$ cat src/rtl/fft_input_loader.sv
`timescale 1ns/1ps
// Serial-to-FFT-buffer load sequencer: gates a width-bit shift register, writes each sample at its bit-reversed index.
// Frame takes 2+points*(width+1) cycles unstalled; s_valid gaps and mem_ready stalls each add one cycle.
module fft_input_loader #(
  parameter int width  = 4,
  parameter int points = 8,
  parameter int addr_w = 3
) (
  input  logic              clk,
  input  logic              clr,
  input  logic              start,
  input  logic              s_in,
  input  logic              s_valid,
  output logic              s_ready,
  output logic              sh_en,
  output logic              sh_clr,
  output logic              wr_en,
  input  logic              mem_ready,
  output logic [addr_w-1:0] wr_addr,
  output logic              busy,
  output logic              done
);

  localparam int BW = $clog2(width);
  localparam logic [BW-1:0]     BIT_LAST = BW'(width - 1);
  localparam logic [addr_w-1:0] SMP_LAST = addr_w'(points - 1);

  typedef enum logic [2:0] {
    ST_IDLE,
    ST_CLEAR,
    ST_SHIFT,
    ST_WRITE,
    ST_DONE
  } state_e;

  state_e              state_q, state_d;
  logic [BW-1:0]       bit_cnt_q, bit_cnt_d;
  logic [addr_w-1:0]   smp_cnt_q, smp_cnt_d;
  logic [addr_w-1:0]   smp_rev;

  // The data bit goes straight to the external shift register; the loader never inspects it.
  logic s_in_unused;
  assign s_in_unused = s_in;

  always_ff @(posedge clk or posedge clr) begin
    if (clr) begin
      state_q   <= ST_IDLE;
      bit_cnt_q <= '0;
      smp_cnt_q <= '0;
    end else begin
      state_q   <= state_d;
      bit_cnt_q <= bit_cnt_d;
      smp_cnt_q <= smp_cnt_d;
    end
  end

  always_comb begin
    smp_rev = '0;
    for (int k = 0; k < addr_w; k++) begin
      smp_rev[k] = smp_cnt_q[addr_w-1-k];
    end
  end

  always_comb begin
    state_d   = state_q;
    bit_cnt_d = bit_cnt_q;
    smp_cnt_d = smp_cnt_q;
    s_ready   = 1'b0;
    sh_clr    = 1'b0;
    wr_en     = 1'b0;
    busy      = 1'b1;
    done      = 1'b0;
    case (state_q)
      ST_IDLE: begin
        busy = 1'b0;
        if (start) begin
          state_d = ST_CLEAR;
        end
      end
      ST_CLEAR: begin
        sh_clr    = 1'b1;
        bit_cnt_d = '0;
        smp_cnt_d = '0;
        state_d   = ST_SHIFT;
      end
      ST_SHIFT: begin
        s_ready = 1'b1;
        if (s_valid) begin
          if (bit_cnt_q == BIT_LAST) begin
            bit_cnt_d = '0;
            state_d   = ST_WRITE;
          end else begin
            bit_cnt_d = bit_cnt_q + 1'b1;
          end
        end
      end
      ST_WRITE: begin
        // No clear between samples: width shifts fully overwrite the register.
        wr_en = 1'b1;
        if (mem_ready) begin
          if (smp_cnt_q == SMP_LAST) begin
            state_d = ST_DONE;
          end else begin
            smp_cnt_d = smp_cnt_q + 1'b1;
            state_d   = ST_SHIFT;
          end
        end
      end
      ST_DONE: begin
        done    = 1'b1;
        state_d = ST_IDLE;
      end
      default: begin
        state_d = ST_IDLE;
      end
    endcase
  end

  assign sh_en   = s_valid & s_ready;
  assign wr_addr = wr_en ? smp_rev : '0;

endmodule

$ cat config.mk
export PLATFORM = sky130hd
export DESIGN_NAME = fft_input_loader
export DESIGN_NICKNAME = d
export VERILOG_FILES = /design/src/rtl/fft_input_loader.sv
export SDC_FILE = /design/constraint.sdc
export NUM_CORES = 1
export LEC_CHECK = 0
export CORE_AREA = 3 3 40 42
export CTS_CLUSTER_DIAMETER = 50
export DETAILED_ROUTE_END_ITERATION = 16
export DIE_AREA = 0 0 43 45
export GPL_TIMING_DRIVEN = 0
export MAX_ROUTING_LAYER = met4
export PLACE_DENSITY = 0.66
export SYNTH_ARGS = -nofsm -noshare
export SYNTH_HDL_FRONTEND = slang
export SYNTH_SLANG_ARGS = --single-unit
$ cat constraint.sdc
create_clock -name clk -period 4.01 [get_ports clk]
set_input_delay 0.6015 -clock clk [delete_from_list [all_inputs] [get_ports clk]]
set_output_delay 0.6015 -clock clk [all_outputs]
set_load 0.01 [all_outputs]
### Word level (Yosys, flattened, before mapping)

Cells that the tools add are included.

* logic and storage cells: 41
* output and inout port bits: 9
* input port bits: 6
* register bits after elaboration: 8

* mux-type cells: 18
* bitwise gates (word level): 1
* add/subtract/negate cells: 2
* reduce and logical (&&, ||, !) cells: 6
* equality and inequality tests: 11

Operators by type and width (count)
* 3-bit 2-to-1 mux: 8
* 3-bit one-hot mux with 4 select lines: 1
* 2-bit != test, second input constant: 5
* 3-bit by 2-bit == test with 1-bit output, second input constant: 2
* 3-bit == test, second input constant: 2
* 3-bit one-hot mux with 2 select lines: 1
* 1-bit 2-to-1 mux: 5
* 2-bit 2-to-1 mux: 2
* 2-bit one-hot mux with 2 select lines: 1
* 4-bit AND reduction: 1
* 2-bit nonzero test: 2
* 3-bit by 1-bit adder with 3-bit output, second input constant: 1
* 3-bit by 1-bit == test with 1-bit output, second input constant: 1
* 3-bit logical NOT: 1
* 3-bit AND reduction: 1
* 2-bit by 1-bit adder with 2-bit output, second input constant: 1
* 2-bit == test, second input constant: 1
* 2-bit AND reduction: 1
* 1-bit bitwise AND: 1

### Depth between registers and ports, before layout

* word-level depth: 4
* gate-level depth with buffers: 5
* gate-level depth less buffers: 5

### Least setup slack after synthesis

No wires, ideal clock.

* kind: flip-flop to output port
* start point: register state_q[0]
* end point: output port busy
* slack: 2.455 ns
* arrival: 0.953 ns
* cell stages (with the launch flop): 3
* path buffers: 1
* data required time: 3.408 ns
* path through: dfrtp_1 > buf_4 > or3_1

* word-level cells in the longest chain between the ends: 2

Ends and longest elaborated chain
* start: declaration: line 36 `state_e state_q, state_d;`
* start signal: assignment: line 51 `state_q <= state_d;`
* 3-bit logical NOT: line 73 `case (state_q)`
* 1-bit 2-to-1 mux: line 73
* end: declaration: line 20 `output logic busy,`

Every way passes these cells.

### Worst setup path in the final report

* start point: input port s_valid
* end point: output port sh_en

* word-level cells in the longest chain between the ends: 1

Ends and longest elaborated chain
* start: declaration: line 13 `input logic s_valid,`
* 1-bit bitwise AND: line 119 `assign sh_en = s_valid & s_ready;`
* end: declaration: line 15 `output logic sh_en,`

Every way passes these cells.

==> results_dict.tcl <==
set metrics [dict create \
    status "finished, final reports clean" \
    boundaryPins 15 \
    hpwl_um 742 \
    wire_per_inst_um 12.3 \
    cts_setup_buffers 0 \
    maxSlewHeadroom_pct 79.4 \
    portBuffers 13 \
    synth_mux_area_share_pct 0 \
    path_clk_slew_ns 0.05 \
    die_y_um 45 \
    crit_chain "clkdlybuf4s50_1 -> and3_1 -> clkdlybuf4s50_1" \
    dr.pass1.iters 4 \
    syn_inst 50 \
    drt_iter0_drc 8 \
    synthAdderAreaFrac_pct 7.56 \
    ant_nets 0 \
    grt_pass1_wl_um 1640 \
    cp_slowest_stage_delay_ns 0.53 \
    layout.nets 77 \
    grt_pass1_vias 385 \
    cts_resized 0 \
    drc 0 \
    finalCritPeriodShare_pct 60.5 \
    initial_core_util_pct 38.7 \
    worstPathArrival_ns 1.82 \
    rr_worst_depth 5 \
    die_w_um 43 \
    clock-sinks 8 \
    synth_most_common_cell "dfrtp_1" \
    fmax_mhz 412 \
    maxCapViolCount 0 \
    synth_compound_area_share_pct 22.2 \
    crit_top_cell "clkdlybuf4s50_1" \
    synth-xor-area-share_pct 0 \
    cts_root_buf "clkbuf_4" \
    core_mm2 0.00128 \
    regToRegStartpoint "smp_cnt_q[0]" \
    synth_top_family_by_area "simple AND/OR/NAND/NOR gates" \
    rsz0062_at_grt "no" \
    synth_area_per_cell_um2 9.93 \
    ys_types 28 \
    tightest_slew_ns 0.309 \
    synth.yosys.seq_area_share_pct 40.3 \
    synthArstFlopShare_pct 100 \
    place.gp.congestion 0.679 \
    vias 436 \
    clock_latency_ns 0.25 \
    synth_edf_count 0 \
    crit_path_max_fanout 5 \
    yosys_most_used_dff "dfrtp_1" \
    drive_gt1_share_pct 16.7 \
    synth_fp_nets 59 \
    via_per_inst 5.38 \
    postCtsHoldBufs 0 \
    hold_viol 0 \
    path_delay_family "buffers and inverters" \
    final_max_slew_viol_count 0 \
    cts_tree "built" \
    insertedDiodeCount 0 \
    fin_area_um2 668 \
    netlist_area_um2 497 \
    crit_start "s_valid" \
    powerDensity_mw_per_mm2 609 \
    numCtsBuffers 3 \
    final_core_util_pct 52.0 \
    crit_type "in2out" \
    place_area_um2 646 \
    path_depth 3 \
    min_period_ns 2.43 \
    path_buf_inv 2 \
    ys_warn_count 0 \
    critPathCaptureType "primary output" \
    yosysTopAreaCell "dfrtp_1" \
    synth_seq_cells 8 \
    clock_path_buffers 2 \
    crit_path_start_kind "primary input" \
    ir_drop_mv 0.251 \
    finalWirelength_um 996 \
    gr-total-overflow 0 \
    synth.top_cell.area_share_pct 40.3 \
    leakagePower_nw 0.299 \
    area_delta_synth_final_pct 34.5 \
    tns_ns 0 \
    hp-class "reg2reg" \
    grt_max_degree 11 \
    hold_path_depth 1 \
    synthTopCellsByArea "dfrtp_1, ha_1, and3_1" \
    synth-simple-area-share_pct 23.7 \
    cp.required_ns 3.41 \
    regToRegSetupSlack_ns 2.57 \
    r2r_end "smp_cnt_q[0]" \
    antenna_found_initial 0 \
    synth_common_cells "dfrtp_1, and3_1, nor2_1" \
    finClkSkew_ns 0.00152 \
    grt_use_total_pct 11.8 \
    h-tree-depth 1 \
    slowest_stage "clkdlybuf4s50_1" \
    setup-violations-final 0 \
    dieArea_mm2 0.00194 \
    row_count 13 \
    cp-endpoint "sh_en" \
]
==> per-stage QoR <==
stage / total power [mW] / setup slack (ns) / hold WS, ns / cells
5_1_grt: 0.445 / 1.52 / 0.555 / 81
3_5_place_dp: 0.350 / 1.59 / 0.518 / 78
3_3_place_gp: 0.347 / 1.58 / 0.511 / 78
4_1_cts: 0.413 / 1.58 / 0.529 / 81
6_report: 0.407 / 1.58 / 0.526 / 81
2_1_floorplan: 0.274 / 2.46 / 0.417 / 50
==> layout make-up <==
cell class	instances	area (um2)
multi-input combinational	37	265
tap	15	18.8
buffer	3	23.8
inverter	2	7.51
clock buffer	3	22.5
fill	124	617
timing repair buffer	13	130
sequential	8	200
==> placed cells by master (no fill, tap or decap), drive strengths merged, types with 3 or more instances in the layout <==
master,n
dfrtp,8
clkdlybuf4s50,13
ha,3
nor2,5
o21ai,5
and3,5
clkbuf,3
buf,3
==> worst reg2reg max path, stage by stage, from the launching register on <==
cell and delay [ns]:
dfrtp_1 0.40, ha_1 0.21, ha_1 0.21, nor2b_1 0.18
o21ai_2 0.09, a22o_1 0.23
==> cell families (layout without fill, tap and decap cells) <==
group / count (synthesis) / in the layout
flip-flops: 8 / 8
adder cells (fa/ha/maj): 3 / 3
AND/OR/NAND/NOR: 19 / 19
AO/OA/AOI/OAI: 15 / 15
buffers and inverters: 5 / 21
==> registers in the layout (all words and copies together) (netlist names) <==
| name | cells |
|---|---|
| smp_cnt_q | 3 |
| state_q | 3 |
| bit_cnt_q | 2 |
==> how the worst min path moves through the flow <==
stage / start / to
after floorplan: clr / bit_cnt_q[0]
after global routing: smp_cnt_q[2] / smp_cnt_q[2]
after detailed placement: smp_cnt_q[1] / smp_cnt_q[1]
after global placement: smp_cnt_q[1] / smp_cnt_q[1]
final: smp_cnt_q[1] / smp_cnt_q[1]
after CTS: smp_cnt_q[1] / smp_cnt_q[1]
==> per-layer routing <==
layer  share of wire [%]  GRT usage [%]  wire length (um)
met5                   0              -                 0
met1                  51           16.3               506
met4                 1.9           5.42                19
met2                  41           17.4               412
met3                 5.8           1.20                58
==> where the power goes <==
group          switching (mW)  internal [mW]
logic                  0.0944          0.113
clock network          0.0261         0.0342
registers              0.0273          0.112
total                   0.148          0.259
(Power assumes the default switching activity.)
